File: src/rtl/frame_update_sched.sv
// Once per frame, walks four update clients in fixed order during vertical blanking,
// then pulses commit so the display latches the new object positions.
module frame_update_sched #(
  parameter int HPIXELS = 800,
  parameter int VLINES  = 521,
  parameter int VBP     = 31,
  parameter int VFP     = 511,
  parameter int TIMEOUT = 255
) (
  input  logic       dclk,
  input  logic       clr,
  input  logic [9:0] hc,
  input  logic [9:0] vc,
  input  logic       run,
  input  logic [3:0] ack,
  output logic [3:0] req,
  output logic       commit,
  output logic       busy,
  output logic [7:0] frame_cnt,
  output logic [3:0] timeout_err,
  output logic       overrun
);

  localparam logic [10:0] HP_L  = 11'(HPIXELS);
  localparam logic [10:0] VL_L  = 11'(VLINES);
  localparam logic [9:0]  VBP_L = 10'(VBP);
  localparam logic [9:0]  VFP_L = 10'(VFP);
  localparam logic [7:0]  TO_L  = 8'(TIMEOUT);

  typedef enum logic [1:0] {IDLE, ISSUE, COMMIT} state_t;

  state_t     state_q;
  logic [1:0] idx_q;
  logic [7:0] timer_q;
  logic [3:0] req_q;
  logic       commit_q;
  logic       busy_q;
  logic [7:0] frame_cnt_q;
  logic [3:0] timeout_err_q;
  logic       overrun_q;

  logic in_frame, trigger, abort, ack_cur, expired;

  // Counter values outside the raster are never treated as trigger/abort points.
  assign in_frame = ({1'b0, hc} < HP_L) && ({1'b0, vc} < VL_L);
  assign trigger  = in_frame && (hc == 10'd0) && (vc == VFP_L);
  assign abort    = in_frame && (hc == 10'd0) && (vc == VBP_L);
  assign ack_cur  = ack[idx_q];
  assign expired  = (timer_q == TO_L);

  always_ff @(posedge dclk or posedge clr) begin
    if (clr) begin
      state_q       <= IDLE;
      idx_q         <= 2'd0;
      timer_q       <= 8'd0;
      req_q         <= 4'b0000;
      commit_q      <= 1'b0;
      busy_q        <= 1'b0;
      frame_cnt_q   <= 8'd0;
      timeout_err_q <= 4'b0000;
      overrun_q     <= 1'b0;
    end else begin
      commit_q <= 1'b0;
      case (state_q)
        IDLE: begin
          if (trigger && run) begin
            state_q <= ISSUE;
            idx_q   <= 2'd0;
            timer_q <= 8'd0;
            req_q   <= 4'b0001;
            busy_q  <= 1'b1;
          end
        end
        ISSUE: begin
          // Active video arriving wins over any pending ack or expiry.
          if (abort) begin
            state_q   <= IDLE;
            req_q     <= 4'b0000;
            overrun_q <= 1'b1;
            busy_q    <= 1'b0;
          end else if (ack_cur || expired) begin
            if (!ack_cur) timeout_err_q[idx_q] <= 1'b1;
            timer_q <= 8'd0;
            if (idx_q == 2'd3) begin
              state_q     <= COMMIT;
              req_q       <= 4'b0000;
              commit_q    <= 1'b1;
              frame_cnt_q <= frame_cnt_q + 8'd1;
            end else begin
              idx_q <= idx_q + 2'd1;
              req_q <= {req_q[2:0], 1'b0};
            end
          end else begin
            timer_q <= timer_q + 8'd1;
          end
        end
        COMMIT: begin
          state_q <= IDLE;
          busy_q  <= 1'b0;
        end
        default: begin
          state_q <= IDLE;
          req_q   <= 4'b0000;
          busy_q  <= 1'b0;
        end
      endcase
    end
  end

  assign req         = req_q;
  assign commit      = commit_q;
  assign busy        = busy_q;
  assign frame_cnt   = frame_cnt_q;
  assign timeout_err = timeout_err_q;
  assign overrun     = overrun_q;

endmodule

File: config.mk
export PLATFORM = sky130hd
export DESIGN_NAME = frame_update_sched
export DESIGN_NICKNAME = d
export VERILOG_FILES = /design/src/rtl/frame_update_sched.sv
export SDC_FILE = /design/constraint.sdc
export NUM_CORES = 1
export LEC_CHECK = 0
export ABC_CLOCK_PERIOD_IN_PS = 2770
export CORE_MARGIN = 3
export CORE_UTILIZATION = 30
export CTS_BUF_LIST = sky130_fd_sc_hd__clkbuf_8
export DETAILED_ROUTE_END_ITERATION = 16
export PLACE_DENSITY = 0.63
export SLEW_MARGIN = 20
export SYNTH_ARGS = -nofsm -noshare
export SYNTH_HDL_FRONTEND = slang
export SYNTH_SLANG_ARGS = --single-unit
File: constraint.sdc
create_clock -name dclk -period 2.77 [get_ports dclk]
set_input_delay 0.554 -clock dclk [delete_from_list [all_inputs] [get_ports dclk]]
set_output_delay 0.554 -clock dclk [all_outputs]
set_load 0.005 [all_outputs]
==> results by stage <==
Worst setup path:
- The launch instance of the worst register-to-register path is timer_q[0]$_DFFE_PP0P_.
- The endpoint of the worst-slack reg-to-reg timing path is frame_cnt[1]$_DFFE_PP0P_.
- In this run the worst path has a maximum fanout of 6.
- The signal arrival time at the worst endpoint is about 2600 ps.
- STA classifies the critical path startpoint as an input pin.
- The required time of the critical path is a little under 3000 ps.
- The type of element capturing the critical path is a register.
- The setup slack of the worst register-to-register path is about 660 ps.
- The worst register-to-register path has a depth of 6.
- The critical path in this run is classified as in -> reg.

Yosys:
- The average instance area after synthesis is roughly 11 sq um.
- The number of library cell types mapped by synthesis is 43.
- Synthesis handed over a netlist of 150 instances.
- The biggest area contributor in the post-synthesis netlist is sky130_fd_sc_hd__dfrtp_1.
- The post-synth design cell area is around 0.0016 sq mm.
- The synthesized design contains 31 register bits.
- For this run, the register share of the synthesized area comes to 0.477.
- In the post-synthesis netlist, the biggest area contributors are sky130_fd_sc_hd__dfrtp_1, sky130_fd_sc_hd__nand3_1, sky130_fd_sc_hd__ha_1.
- Of the post-synthesis cell area, the dominant cell type holds 0.477.
- The number of synthesis warnings is 0.
- When the netlist entered floorplanning its net count stood at between 150 and 200.

Timing:
- The largest clock skew in the final design is 5.04 ps.
- For the pin with the worst max-slew slack, the measured transition is between 600 and 700 ps.
- The sum of negative setup slack is 0 ps.
- Setup violations remaining at the end of the flow were counted as 0.
- The final number of max-transition violations came to 0.
- The count of endpoints failing hold in the final timing report is 0.
- After layout, the minimum clock period comes to between 2000 and 2500 ps.
- Setup repair after global routing left no endpoint under its margin.
- Based on the critical path, the design can be clocked at up to 421 MHz.
- The worst pin sits at a relative slew slack of 0.543.
- The share of the cycle needed by the critical path after routing is 0.858.

Job:
- Max-cap violations in this run came to 0.

Layout:
- The share of layout cells above drive strength 1 is 0.106.
- The number of diodes is 0.
- The most common cell after layout, fill and taps aside is sky130_fd_sc_hd__clkdlybuf4s50_1.
- The post-layout net count is ~240.
- Measured on the finished design, the core utilization comes to 0.448.
- The area added between synthesis and finish is 42.6%.
- After routing the design area is roughly 0.0023 sq mm.
- In the layout the commonest cells are sky130_fd_sc_hd__clkdlybuf4s50_1, sky130_fd_sc_hd__dfrtp_1, sky130_fd_sc_hd__nand3_1, sky130_fd_sc_hd__nand2_1, sky130_fd_sc_hd__inv_1.

Hold path:
- The min-delay analysis places its worst path in the category reg -> reg.
- Along the worst hold path, the cell count comes to 1.
- The endpoint with the worst hold slack is timeout_err[0]$_DFFE_PP0P_.
- The startpoint identified for the worst hold timing path is timeout_err[0]$_DFFE_PP0P_.

CTS:
- The clock net in this run drives a total of 31 sinks.
- TritonCTS built the clock tree.
- The number of CTS-inserted buffers is 5.
- The H-tree depth reported by CTS is 2.
- After clock tree synthesis, the flow added hold-fix buffers numbering 0.
- No sink is reached through more buffers than the 2 on the longest clock path.
- The clock edge transition at the registers on the reported setup and hold paths is around 60 ps.
- The post-cts sizing count is 0.
- The insertion delay to the later sink of the worst-skew pair is 280 ps.
- After clock tree synthesis, the setup repair step added 0 buffers.
- CTS placed an instance of sky130_fd_sc_hd__clkbuf_8 at the clock tree root.

GRT:
- Across every metal layer, demand over resource in global routing totals 0.129.
- The initial antenna violation count is 0.
- The number of global-route vias before repair came to around 1400.
- Entering global routing, the biggest net connects 32 pins.
- The wire length of the first global-routing pass is 6440 um.
- After global routing the overflow that remains totals 0.

Drt:
- The total detailed-routing wirelength is a little under 4000 um.
- The remaining antenna violation count after routing is 0.
- The vias after detailed routing is around 1400.
- The DRC violation count after routing is 0.
- After detailed routing, the average wire length per cell comes to roughly 14 um.
- The violation count after the first detailed-route iteration is between 70 and 80.
- For this run, the detailed router's first-pass iteration total came to 4.
- In the routed layout, each cell is associated on average with a via count of ~5.

Die:
- Pin placement for this block handled 46 I/O pins.
- The total die area is roughly 0.0063 sq mm.
- The count of standard-cell rows is 26.
- The area of the placeable core is roughly 0.0052 sq mm.
- For this configuration, the core starts out at a cell density of 0.314.
- The height of the die is about 80 um.
- The die outline width is approximately 80 um.

Pwr:
- The maximum VDD drop is about 0.31 mV.
- The total power density per cell area is about 620 mW/mm^2.
- The static power due to leakage is approximately 0.98 nW.

Placed design:
- The post-DP HPWL is just under 3000 um.
- The congestion estimate from routability-driven global placement came to approximately 0.79.
- The number of port buffers is 45.
- In this run the cell area measured after placement is ~0.0022 sq mm.

Status:
- The flow ran to the end, and the final reports show no timing, DRC or antenna violations.
[worst max-delay path, cell delays in order]
cell,delay [ps]
sky130_fd_sc_hd__clkdlybuf4s50_1,400
sky130_fd_sc_hd__nor4_1,420
sky130_fd_sc_hd__nand4_1,350
sky130_fd_sc_hd__or4_1,680
sky130_fd_sc_hd__o2bb2ai_1,180
[where the power goes]
group | internal, mW | total, mW | switching [mW] | leakage [nW]
registers | 0.515 | 0.588 | 0.0729 | 0.420
logic | 0.214 | 0.393 | 0.179 | 0.494
clock network | 0.291 | 0.462 | 0.171 | 0.0612
total | 1.02 | 1.44 | 0.423 | 0.976
[Yosys cell counts (all sizes together)]
master	number
nand3	21
nor4b	1
or4	5
nand2b	3
or3	2
and3	2
a2111oi	2
a41oi	1
nor2b	1
nand2	8
a21oi	4
nand4	4
a22oi	1
a21bo	1
a32o	3
and4	3
o21ai	5
o31ai	1
o211ai	1
nand3b	2
a21o	5
dfrtp	31
mux2	2
mux2i	1
nor2	4
and2	2
o2bb2ai	1
xor2	1
mux4	1
and4b	1
inv	7
nor4bb	1
a22o	1
nor3	2
xnor2	6
ha	6
clkbuf	2
nor4	4
o22ai	1
[sequential cells by signal, indices dropped and copies added (netlist names)]
signal       flops
state_q          2
overrun          1
frame_cnt        8
busy             1
req              4
commit           1
idx_q            2
timeout_err      4
timer_q          8
[per-stage QoR]
step	total power [mW]	hold WS, ps	setup WS (ps)	cells
finish	1.44	457	393	277
global route	1.53	481	272	277
CTS	1.46	464	396	277
detailed placement	0.987	448	130	269
global placement	0.987	442	170	269
floorplan	0.805	451	793	150
[area by class of cell]
type / count / area, sq um
tap: 70 / 87.6
clock inverter: 2 / 35.0
inverter: 7 / 26.3
sequential: 31 / 776
timing repair buffer: 51 / 495
clock buffer: 6 / 82.6
fill: 485 / 2850
multi-input combinational: 110 / 816
[layer usage]
layer	wire, um	part of all wire	vias up	global-route usage
met5	0	0	-	0
met4	61	0.016	0	0.0430
met3	176	0.045	7	0.0350
met2	1880	0.48	36	0.202
met1	1770	0.46	676	0.171
li1	-	-	685	-
[worst max-delay path by stage]
| stage | end | cells after the start | slack [ps] | start |
|---|---|---|---|---|
| after floorplan | frame_cnt[1]$_DFFE_PP0P_ | 5 | 790 | timer_q[0]$_DFFE_PP0P_ |
| final | req[0]$_DFFE_PP0P_ | 5 | 390 | hc[0] |
| after CTS | req[0]$_DFFE_PP0P_ | 5 | 400 | hc[0] |
| after detailed placement | req[0]$_DFFE_PP0P_ | 5 | 130 | hc[0] |
| after global routing | req[0]$_DFFE_PP0P_ | 5 | 270 | hc[0] |
| after global placement | req[0]$_DFFE_PP0P_ | 5 | 170 | hc[0] |
[cells by family (layout without fill, tap and decap cells)]
group	Yosys count	count (layout)	synth area share
compound gates	27	27	0.146
xor+xnor	7	7	0.0377
fa+ha+maj	6	6	0.0462
buf+inv	9	66	0.0208
flops	31	31	0.477
mux	4	4	0.0339
simple gates	66	66	0.239
Power figures use the tool's default switching activity.
==> variant 1: new RTL, config.mk and constraints unchanged <==
`VBP`: 31 -> 30.
--- a/src/rtl/frame_update_sched.sv
+++ b/src/rtl/frame_update_sched.sv
@@ -3,7 +3,7 @@
 module frame_update_sched #(
   parameter int HPIXELS = 800,
   parameter int VLINES  = 521,
-  parameter int VBP     = 31,
+  parameter int VBP     = 30,
   parameter int VFP     = 511,
   parameter int TIMEOUT = 255
 ) (
Behaviour: not the same (a bounded check fails within 4 cycles, from zero or initial values).
==> variant 1 against the original RTL <==
- setup slack improved by 0.085 ns
- sequential share of layout area rose by 0.24 points
- combinational power rose by 25%
- total power fell by 0.30%
- cell area fell by 0.70%
- routed wire length rose by 0.62%
- sequential cell count did not move
- sequential power rose by 3%
- area after synthesis rose by 1.3%
- critical endpoint is now timer_q[7]
==> variant 1: results (changes against the original RTL) <==
| Metric | Value |
|---|---|
| Tot GR Track Use | 12.8% (-0.036 points) |
| Worst path max stage delay | 0.60 ns (-0.08 ns) |
| Adder-cell area share of the yosys netlist | 4.56% (-0.060 points) |
| Port Buffers | 45 (unchanged) |
| Placed Area | 2220 µm² (+0.91%) |
| Routability cong. | 0.771 (-2.2%) |
| CP arrival | 2.52 ns (-0.06 ns) |
| Sequential cell area share | 33.7% (+0.24 points) |
| Routed wl met3 | 134 µm (-24%) |
| Flop pwr share | 42.0% (+1.2 points) |
| Most frequent cells after synthesis | 31 x dfrtp_1, 14 x nand2_1, 10 x a21o_1, 6 x ha_1, 6 x nand3_1 |
| Post-synthesis net count | 179 (-2.2%) |
| Area fraction in compound gates after synthesis | 17.9% (+3.4 points) |
| Clk pwr share | 23.8% (-8.2 points) |
| Slew headroom | 63.4% (+9.1 points) |
| Internal | 954 µW (-6.4%) |
| Seq/Total Area, Yosys | 47.1% (-0.62 points) |
| NumNets Final | 235 (-1.7%) |
| Met1 Use GR | 16.7% (-0.32 points) |
| Met2 WL post-DR | 1840 µm (-2.5%) |
| Vias in the first global route | 1,345 (-0.52%) |
| First-pass GRT wire length | 6340 µm (-1.5%) |
| Num sequential | 31 (unchanged) |
| Multi-input combinational area share | 36.8% (+1.6 points) |
| Ratio of cells with drive above 1 in the final layout | 12.8% (+2.2 points) |
| Initial DRC Count | 46 (-37%) |
| Total wire length | 3920 µm (+0.62%) |
| DP Wirelength | 2960 µm (+1.4%) |
| Met1 WL | 1880 µm (+6.1%) |
| Non-CTS inverters | 4 (-3) |
| Layout area overhead | 39.8% |
| Synth Cell Area | 1650 µm² (+1.3%) |
| Mapped Cells | 146 (-2.7%) |
| Synth Area in XOR/XNOR | 3.72% (-0.049 points) |
| Final-layout fill cell count | 527 (+8.7%) |
| Post-synthesis mux area share | 3.95% (+0.56 points) |
| Status | finished, final reports clean |
| Met2 Usage GRT | 20.2% (about the same) |
| Peak supply drop | 0.333 mV (+5.6%) |
| Placed insts | 265 (-1.5%) |
| M3 GR Usage | 3.70% (+0.20 points) |
| Synthesis Warnings | 0 (unchanged) |
| Leak | 0.00103 µW (+5.8%) |
| Signal buffers share of area | 21.5% (+0.15 points) |
| Ys async rst share | 100% (unchanged) |
| Multi-input gates | 109 (-0.91%) |
| Vias per inst | 4.92 (-2.9%) |
| Count of cell types in the netlist | 47 (+9.3%) |
| Synth top area cells | dfrtp_1 47%, a21o_1 4.6%, ha_1 4.6% |
| Routed wire per std cell | 14.4 µm (+2.1%) |
| PwrDens | 625 nW/µm² (+0.40%) |
| Worst slack at placement | 0.186 ns (+0.0556 ns) |
| Worst Skew | 0.00759 ns (+0.00256 ns) |
## variant 1: cell types whose count changed in the layout (fill, tap and decap cells not counted), moves of 3 or more
cell     unedited run  this run
nand2_1             8        14
nor3b_1             0         3
a21o_1              5        10
or4_1               5         1
or2_2               0         3
nand3_1            21         6
## variant 1: cells by family after synthesis
family,Yosys count
buf+inv,6
flops,31
mux,5
compound gates,33
fa+ha+maj,6
simple gates,58
xor+xnor,7
## variant 1: worst paths after layout
| kind | startpoint | to | slack (ns) | depth (start not counted) |
|---|---|---|---|---|
| hold / removal | timeout_err[1] | timeout_err[1] | 0.46 | 1 |
| setup / recovery | vc[8] | timer_q[7] | 0.48 | 7 |
| hold reg to reg | timeout_err[1] | timeout_err[1] | 0.46 | 1 |
| min in group asynchronous | clr | frame_cnt[7] | 0.64 | 3 |
| max in group asynchronous | clr | frame_cnt[2] | 1.82 | 3 |
| setup reg to reg | idx_q[0] | timer_q[7] | 0.67 | 5 |
